File: src/rtl/stack_driver.sv
// rtl/stack_driver.sv - command sequencer that turns move/backtrack/clear/drain requests into LIFO stack strobes
module stack_driver #(
    parameter bit INVERT_POP = 1'b1
) (
    input  logic       clk,
    input  logic       rst,
    input  logic       cmd_valid,
    output logic       cmd_ready,
    input  logic [1:0] cmd_op,
    input  logic [1:0] cmd_dir,
    output logic       stk_push,
    output logic       stk_pop,
    output logic       stk_init,
    output logic [1:0] stk_data_in,
    input  logic [1:0] stk_data_out,
    input  logic       stk_full,
    input  logic       stk_empty,
    output logic       out_valid,
    input  logic       out_ready,
    output logic [1:0] out_dir,
    output logic       out_last,
    output logic       err,
    output logic [8:0] depth
);

    typedef enum logic [2:0] {
        IDLE,
        PUSH,
        POP_REQ,
        POP_WAIT,
        OUT,
        CLEAR
    } state_t;

    localparam logic [1:0] OP_PUSH  = 2'b00;
    localparam logic [1:0] OP_CLEAR = 2'b10;
    localparam logic [1:0] OP_DRAIN = 2'b11;

    state_t state;
    state_t state_next;
    logic   drain;
    logic   accept;

    assign accept = cmd_valid & cmd_ready;

    always_ff @(posedge clk or negedge rst) begin
        if (!rst) begin
            state <= IDLE;
        end else begin
            state <= state_next;
        end
    end

    // Strobes, err and out_valid are decoded from state so a reset removes them at once.
    always_comb begin
        state_next = state;
        cmd_ready  = 1'b0;
        stk_push   = 1'b0;
        stk_pop    = 1'b0;
        stk_init   = 1'b0;
        err        = 1'b0;
        out_valid  = 1'b0;
        case (state)
            IDLE: begin
                cmd_ready = 1'b1;
                if (cmd_valid) begin
                    case (cmd_op)
                        OP_PUSH:  state_next = PUSH;
                        OP_CLEAR: state_next = CLEAR;
                        default:  state_next = POP_REQ;
                    endcase
                end
            end
            PUSH: begin
                if (stk_full) begin
                    err = 1'b1;
                end else begin
                    stk_push = 1'b1;
                end
                state_next = IDLE;
            end
            POP_REQ: begin
                if (stk_empty) begin
                    // An empty drain is a legal no-op; only a single pop is a fault.
                    err        = ~drain;
                    state_next = IDLE;
                end else begin
                    stk_pop    = 1'b1;
                    state_next = POP_WAIT;
                end
            end
            POP_WAIT: begin
                state_next = OUT;
            end
            OUT: begin
                out_valid = 1'b1;
                if (out_ready) begin
                    state_next = (drain && !stk_empty) ? POP_REQ : IDLE;
                end
            end
            CLEAR: begin
                stk_init   = 1'b1;
                state_next = IDLE;
            end
            default: begin
                state_next = IDLE;
            end
        endcase
    end

    always_ff @(posedge clk or negedge rst) begin
        if (!rst) begin
            stk_data_in <= 2'b00;
            drain       <= 1'b0;
        end else if (accept) begin
            stk_data_in <= cmd_dir;
            drain       <= (cmd_op == OP_DRAIN);
        end
    end

    always_ff @(posedge clk or negedge rst) begin
        if (!rst) begin
            depth <= 9'd0;
        end else if (stk_init) begin
            depth <= 9'd0;
        end else if (stk_push) begin
            depth <= depth + 9'd1;
        end else if (stk_pop) begin
            depth <= depth - 9'd1;
        end
    end

    // stk_empty already reflects the post-pop pointer here, so it marks the final drain element.
    always_ff @(posedge clk or negedge rst) begin
        if (!rst) begin
            out_dir  <= 2'b00;
            out_last <= 1'b0;
        end else if (state == POP_WAIT) begin
            out_dir  <= (INVERT_POP && !drain) ? (stk_data_out ^ 2'b10) : stk_data_out;
            out_last <= drain & stk_empty;
        end
    end

endmodule

File: config.mk
export PLATFORM = sky130hd
export DESIGN_NAME = stack_driver
export DESIGN_NICKNAME = d
export VERILOG_FILES = /design/src/rtl/stack_driver.sv
export SDC_FILE = /design/constraint.sdc
export NUM_CORES = 1
export LEC_CHECK = 0
export CORE_MARGIN = 3
export CORE_UTILIZATION = 48
export DETAILED_ROUTE_END_ITERATION = 10
export PLACE_DENSITY = 0.79
export SLEW_MARGIN = 20
export SYNTH_ARGS = -nofsm -noshare
export SYNTH_HDL_FRONTEND = slang
export SYNTH_SLANG_ARGS = --single-unit
File: constraint.sdc
create_clock -name clk -period 3.1 [get_ports clk]
set_input_delay 0.465 -clock clk [delete_from_list [all_inputs] [get_ports clk]]
set_output_delay 0.465 -clock clk [all_outputs]
set_load 0.005 [all_outputs]
* Word-level counts from Yosys, hierarchy flattened *
Cells that the tools add are included.

storage, ports and cells
  register bits = 18
  bits of input ports = 12
  output and inout port bits = 20
  word-level logic and storage cells = 47

cells by class
  multiplexer cells = 20
  bitwise gates (word level) = 4
  equality and inequality tests = 9
  add/subtract/negate cells = 2
  reduce and logical (&&, ||, !) cells = 6

operators with widths
  kind                 number
  $mux 9               3
  $pmux 3 s4           1
  $add 9x1->9 const B  1
  $mux 1               9
  $sub 9x1->9 const B  1
  $eq 3x2->1 const B   2
  $eq 3x3->1 const B   2
  $mux 2               3
  $mux 3               2
  $pmux 3 s2           1
  $eq 2x2->1 const B   2
  $ne 2x2->1 const B   2
  $eq 3x1->1 const B   1
  $logic_not 3->1      1
  $reduce_bool 3->1    1
  $and 1x1->1          2
  $logic_not 2->1      1
  $not 1->1            2
  $pmux 1 s2           1
  $reduce_and 2->1     1
  $logic_and 1x1->1    1
  $logic_not 1->1      1

* Logic depth before layout (Yosys ltp) *
Gate-level depths: netlist (run 1).

  depth in word-level cells = 5
  depth in mapped cells = 9
  gate-level depth less buffers = 8

* Worst setup path after synthesis (run 1) *
No wires, ideal clock.

  path type = input to register
  start point = in stk_full
  end point = reg depth[8]
  arrival = 2.579 ns
  data required time = 3.005 ns
  setup time = 0.095 ns
  cell stages on the path = 8
  slack = 0.425 ns
  cell sequence = or4b_1 > clkbuf_1 > ha_1 > a211oi_1 > o21ai_0 > or4_1 > and3_1 > o31ai_1

on the way
  cells in the longest elaborated chain, start to end = 4
  elaborated cells on any way between the ends = 5
  those cells by class = mux: 4; reduce/logical: 1

ends and longest elaborated chain
  item                  line  source
  start, declared       16    input logic stk_full,
  $mux 1 (*)            75    if (stk_full) begin
  $mux 1 (*)            63    case (state)
  $mux 9                126   end else if (stk_push) begin
  $mux 9                124   end else if (stk_init) begin
  end signal, assigned  127   depth <= depth + 9'd1;
  end signal, assigned  129   depth <= depth - 9'd1;
  end, declared         23    output logic [8:0] depth

Mark *: on every way between the ends. The rest lies on a longest branch, timed or not.
A chain may end at the register's enable or synchronous reset.

* Worst setup path in the final report (run 1) *
Same ends and word-level chain as after synthesis.

==> summary.txt, run 1 <==
Synthesis
  – FF+latch count, synth: 18
  – Post-Syn Instances: between 100 and 150
  – Post-synth top cells: 18 x dfrtp_1, 13 x nand3_1, 10 x nor2_1
  – Post-synth EDFFs: 0
  – Top_reg_cell synth: dfrtp_1
  – Avg Inst Size Synth: 8.81 um2
  – Synth top area share: 0.373
  – Ys Warns: 0
  – Count leader, synth: dfrtp_1
  – Synth Cell Area: between 1000 and 1500 um2
  – Async S/R FF share, synth: 1.00
  – Distinct cell type count after synthesis: 33
  – Synth area leader: dfrtp_1
  – Cell types occupying the most area after synthesis: dfrtp_1 37%, ha_1 8.3%, nand3_1 5.4%
  – Net Count, Synth: 158
  – Sequential area share after synthesis: 0.373

Layout
  – Ant diodes: 0
  – Filler cells: 190
  – Layout cells sized above 1: 0.102
  – NumNets Final: around 200
  – Area growth syn-to-layout: 35.2%

Worst setup path
  – Worst r2r src: state[1]$_DFFE_PN0P_
  – Crit path DAT: around 3.0 ns
  – Reg-to-reg setup timing slack: 0.50 ns
  – Crit Path Max Fanout: 11
  – Cell depth of the worst flop-to-flop path: 8
  – WS Path Type: input pin to register
  – Critical Path End Type: register
  – CP Launch Type: input pin
  – CP startpoint: stk_full
  – Worst Path Required: about 3.3 ns

Floorplan
  – Die W: 56.2 um
  – Num ports: 32
  – Core area: between 2000 and 2500 um2
  – Chip Height: roughly 56 um
  – Die Area: 3150 um2
  – Row Count: 17
  – Starting density of the core: 0.526

STA
  – Hold WS: around 0.50 ns
  – Setup TNS: 0 ns
  – Worst Tran Pin Value: between 0.7 and 0.8 ns
  – Worst rel slew slack: 0.465
  – Finish-stage setup viols: 0
  – Final setup skew: 0.0117 ns
  – Max Clock Freq: approximately 360 MHz
  – RSZ-0062 raised after global routing: false
  – Fin crit period: between 2 and 3 ns
  – Hold Vio Cnt, Final: 0
  – Slew Viols, Final: 0
  – Period utilization: 0.905

CTS
  – CTS clk-pin slew, worst paths: ~0.10 ns
  – Total CTS buffers: 3
  – H-tree levels: 1
  – Clk sink count: 18
  – Post-CTS Resized: 0
  – CTS tree: built
  – Post-CTS Hold Fix Bufs: 0
  – Worst skew pair latency: between 0.2 and 0.3 ns
  – Root Buffer: clkbuf_4
  – Clock buffer depth: 2
  – Postcts setup bufs: 0

Min path
  – Hold path cells: 2
  – Hold Crit Class: register to register
  – Min-delay src: out_dir[1]$_DFFE_PN0N_

Global route
  – Total congestion overflow: 0
  – Vias in the first global route: around 1200
  – First-pass GRT wire length: 5310 um
  – Initial antenna violation count: 0
  – Largest net degree at the start of global routing: 21
  – GRT Total Usage: 0.209

Power
  – Power Dens Cells: approximately 1100 nW/um2
  – Cell leakage power: 0.708 nW
  – VDD IR-drop max: between 0.0007 and 0.0008 V

Job
  – Max Cap Viol: 0

Placed design
  – Gpl congestion: ~0.85
  – Number of port buffers: 31
  – Final HPWL DP: ~2300 um

Detailed routing
  – Antenna viol nets, final: 0
  – Initial drt markers: 37
  – DR WL/cell: between 10 and 15 um
  – Vias after detailed routing: roughly 1200
  – Pre-Repair DR Iteration Count: 4
  – Vias per inst: about 5.8
  – Drc violations: 0
  – WL final: 2980 um

Status
  – Status: completed
-- report_power, final --
group | internal, mW | switching [mW]
clock network | 0.0451 | 0.0681
registers | 0.345 | 0.0860
logic | 0.626 | 0.568
total | 1.02 | 0.722
-- critical path: stages --
cell,delay [ns]
clkdlybuf4s50_1,0.44
or4b_1,0.49
buf_4,0.20
ha_1,0.32
a211oi_1,0.25
o21ai_0,0.14
or4_1,0.47
and3_1,0.19
o31ai_1,0.05
-- logic make-up (layout without fill, tap and decap cells) --
group,after synthesis,in the layout,share of synthesized area
simple gates,54,54,0.238
fa+ha+maj,9,9,0.0995
mux,3,3,0.0280
compound gates,37,37,0.197
buf+inv,13,52,0.0425
xor+xnor,3,3,0.0218
flops,18,18,0.373
-- layout by cell type (no fill, tap or decap), drive strengths merged, types with 2 or more instances in the layout --
| master | count |
|---|---|
| clkdlybuf4s50 | 31 |
| dfrtp | 18 |
| nand3 | 13 |
| buf | 11 |
| nor2 | 10 |
| o21ai | 9 |
| nand2 | 8 |
| a21oi | 8 |
| ha | 8 |
| inv | 7 |
| nor3 | 6 |
| o31ai | 6 |
| nor2b | 4 |
| a211oi | 4 |
| o21a | 4 |
| nand2b | 3 |
| mux2 | 3 |
| clkbuf | 3 |
| nor3b | 2 |
| o211ai | 2 |
| or4 | 2 |
| xor2 | 2 |
-- path summary, 6_finish.rpt --
kind,end
max in group asynchronous,depth[0]$_DFFE_PN0P_
max reg2reg,depth[8]$_DFFE_PN0P_
min,out_dir[1]$_DFFE_PN0N_
min in group asynchronous,depth[7]$_DFFE_PN0P_
max,depth[8]$_DFFE_PN0P_
min reg2reg,out_dir[1]$_DFFE_PN0N_
-- per-layer routing --
metal	wire (um)	track usage
met1	1370	0.272
met2	1440	0.337
met3	141	0.0510
met4	33	0.0678
met5	0	0
-- state kept, by name, summed over array words and instances (netlist names) --
signal / flops
out_last: 1
depth: 9
state: 3
drain: 1
stk_data_in: 2
out_dir: 2
-- through the flow --
| stage | cell area, um2 | instances | util | total power, mW | setup slack [ns] |
|---|---|---|---|---|---|
| after floorplan | 1210 | 137 | - | 1.12 | 0.425 |
| after global placement | 1610 | 201 | 0.701 | 1.57 | 0.0942 |
| after detailed placement | 1610 | 201 | 0.701 | 1.62 | 0.0151 |
| after CTS | 1630 | 204 | 0.711 | 1.75 | 0.310 |
| after global routing | 1630 | 204 | 0.711 | 1.93 | 0.196 |
| final | 1630 | 204 | 0.711 | 1.74 | 0.295 |
-- area by class of cell --
class / instances / area (um2) / share of cell area
Clock buffer: 3 / 22.5 / 0.0138
Timing Repair Buffer: 42 / 393 / 0.241
Sequential cell: 18 / 450 / 0.276
Multi-Input combinational cell: 106 / 706 / 0.432
Tap cell: 28 / 35.0 / 0.0215
Inverter: 7 / 26.3 / 0.0161
Note: power is estimated with default switching activity, not from simulation.
==> run 2, diff against run 1 <==
--- a/config.mk
+++ b/config.mk
@@ -5,10 +5,10 @@
 export SDC_FILE = /design/constraint.sdc
 export NUM_CORES = 1
 export LEC_CHECK = 0
-export CORE_MARGIN = 3
 export CORE_UTILIZATION = 48
 export DETAILED_ROUTE_END_ITERATION = 10
 export PLACE_DENSITY = 0.79
+export SETUP_SLACK_MARGIN = 0.02
 export SLEW_MARGIN = 20
 export SYNTH_ARGS = -nofsm -noshare
 export SYNTH_HDL_FRONTEND = slang
==> run 2 against run 1 <==
Clock skew down 0.0057 ns. Fmax fell by 1.4%. Via count up 2.0%. Die area shrank 14%. Critical path type unchanged. Largest cell class unchanged.
==> summary.txt, run 2 (synthesis results as in run 1) <==
Detailed routing
  – DR WL/cell: 14.9 um
  – Antenna viol nets, final: 0
  – Drc violations: 0
  – Vias per inst: just under 6
  – Pre-Repair DR Iteration Count: 4
  – WL final: around 3000 um
  – Initial drt markers: 20
  – Vias after detailed routing: roughly 1200

Min path
  – Hold Crit Class: register to register

Layout
  – NumNets Final: around 200
  – Biggest registers after layout: depth x9, state x3
  – Most common cell after layout, fill and taps aside: clkdlybuf4s50_1
  – Most flops, register: depth
  – Final Non-Filler Cells: 205
  – Layout cells sized above 1: 0.107
  – Commonest cells after routing, fill and taps aside: 31 x clkdlybuf4s50_1, 18 x dfrtp_1, 13 x nand3_1
  – Ant diodes: 0
  – Area growth syn-to-layout: 36.4%
  – Final Core Density: 0.717
  – Max FFs per register: 9
  – Finished Cell Area: roughly 1600 um2

STA
  – Hold Vio Cnt, Final: 0
  – Worst rel slew slack: 0.444
  – Worst Tran Pin Value: 0.832 ns
  – Period utilization: 0.918
  – Max Clock Freq: between 300 and 400 MHz
  – Slew Viols, Final: 0
  – Finish-stage setup viols: 0
  – Setup TNS: 0 ns
  – Fin crit period: approximately 2.8 ns
  – Final setup skew: a little under 0.006 ns
  – RSZ-0062 raised after global routing: false

Placed design
  – Gpl congestion: ~0.8
  – Final HPWL DP: around 2200 um
  – Instance area at placement: around 1600 um2
  – Placed insts: roughly 200
  – Number of port buffers: 31

CTS
  – Post-CTS Hold Fix Bufs: 0
  – Total CTS buffers: 3
  – Postcts setup bufs: 0
  – Worst skew pair latency: 0.30 ns
  – CTS clk-pin slew, worst paths: approximately 0.10 ns
  – H-tree levels: 1
  – Clock buffer depth: 2
  – Root Buffer: clkbuf_4
  – Clk sink count: 18
  – Post-CTS Resized: 0
  – CTS tree: built

Worst setup path
  – Worst Path Required: about 3.3 ns
  – Crit path DAT: about 3.1 ns
  – Critical Path End Type: register
  – Crit Path Max Fanout: 11
  – WS Path Type: input pin to register
  – CP Launch Type: input pin

Floorplan
  – Die W: between 50 and 60 um
  – Die Area: 2720 um2
  – Chip Height: 52.2 um
  – Starting density of the core: 0.526
  – Num ports: 32
  – Row Count: 17
  – Core area: ~2300 um2

Job
  – Max Cap Viol: 0

Global route
  – Largest net degree at the start of global routing: 19
  – Total congestion overflow: 0
  – GRT Total Usage: 0.250
  – Vias in the first global route: roughly 1100
  – First-pass GRT wire length: about 5000 um
  – Initial antenna violation count: 0

Power
  – Power Dens Cells: 1070 nW/um2
  – Tot Pwr: ~1.8 mW
  – VDD IR-drop max: 0.000840 V
  – Cell leakage power: 0.715 nW

Status
  – Status: completed
## run 2: cell count changes in the layout (fill, tap and decap cells not counted)
cell      change
clkbuf_8      +1
## run 2: worst paths after layout
path	from	end	slack, ns	depth (start not counted)
max in group asynchronous	rst	depth[6]$_DFFE_PN0P_	1.95	1
setup / recovery	stk_full	depth[8]$_DFFE_PN0P_	0.25	9
hold reg to reg	out_dir[1]$_DFFE_PN0N_	out_dir[1]$_DFFE_PN0N_	0.49	2
min in group asynchronous	rst	state[2]$_DFFE_PN0P_	0.63	1
setup reg to reg	state[1]$_DFFE_PN0P_	depth[8]$_DFFE_PN0P_	0.47	8
hold / removal	out_dir[1]$_DFFE_PN0N_	out_dir[1]$_DFFE_PN0N_	0.49	2
## run 2: critical path, cell delays in order
cell,delay (ns)
clkdlybuf4s50_1,0.46
or4b_1,0.49
buf_4,0.20
ha_1,0.35
o21ai_0,0.25
a211oi_1,0.10
or4_1,0.50
and3_1,0.19
o31ai_1,0.05
## run 2: power breakdown
group,internal (mW),switching [mW],leakage (nW)
logic,0.621,0.567,0.469
registers,0.345,0.0886,0.225
clock network,0.0716,0.0760,0.0210
total,1.04,0.732,0.715
## run 2: layer usage
layer / part of all wire / global-route usage / up-vias
li1: - / - / 585
met4: 0.024 / 0.101 / 0
met2: 0.46 / 0.393 / 50
met1: 0.46 / 0.335 / 553
met5: 0 / 0 / -
met3: 0.054 / 0.0497 / 10
## run 2: stage by stage
stage          setup slack (ns)  hold WS, ns
2_1_floorplan             0.425        0.169
3_5_place_dp            0.00688        0.478
4_1_cts                   0.291        0.503
5_1_grt                   0.167        0.528
3_3_place_gp             0.0610        0.464
6_report                  0.254        0.493
## run 2: final cells by class
type / instances / area, um2
Timing Repair Buffer: 42 / 393
Inverter: 7 / 26.3
Multi-Input combinational cell: 106 / 706
Fill cell: 172 / 651
Clock buffer: 4 / 36.3
Sequential cell: 18 / 450
Tap cell: 28 / 35.0
==> run 3, diff against run 2 <==
--- a/config.mk
+++ b/config.mk
@@ -5,6 +5,7 @@
 export SDC_FILE = /design/constraint.sdc
 export NUM_CORES = 1
 export LEC_CHECK = 0
+export CORE_MARGIN = 3
 export CORE_UTILIZATION = 48
 export DETAILED_ROUTE_END_ITERATION = 10
 export PLACE_DENSITY = 0.79
==> results of run 3 <==
No change in the layout: final DEF, timing and power equal those of run 1.
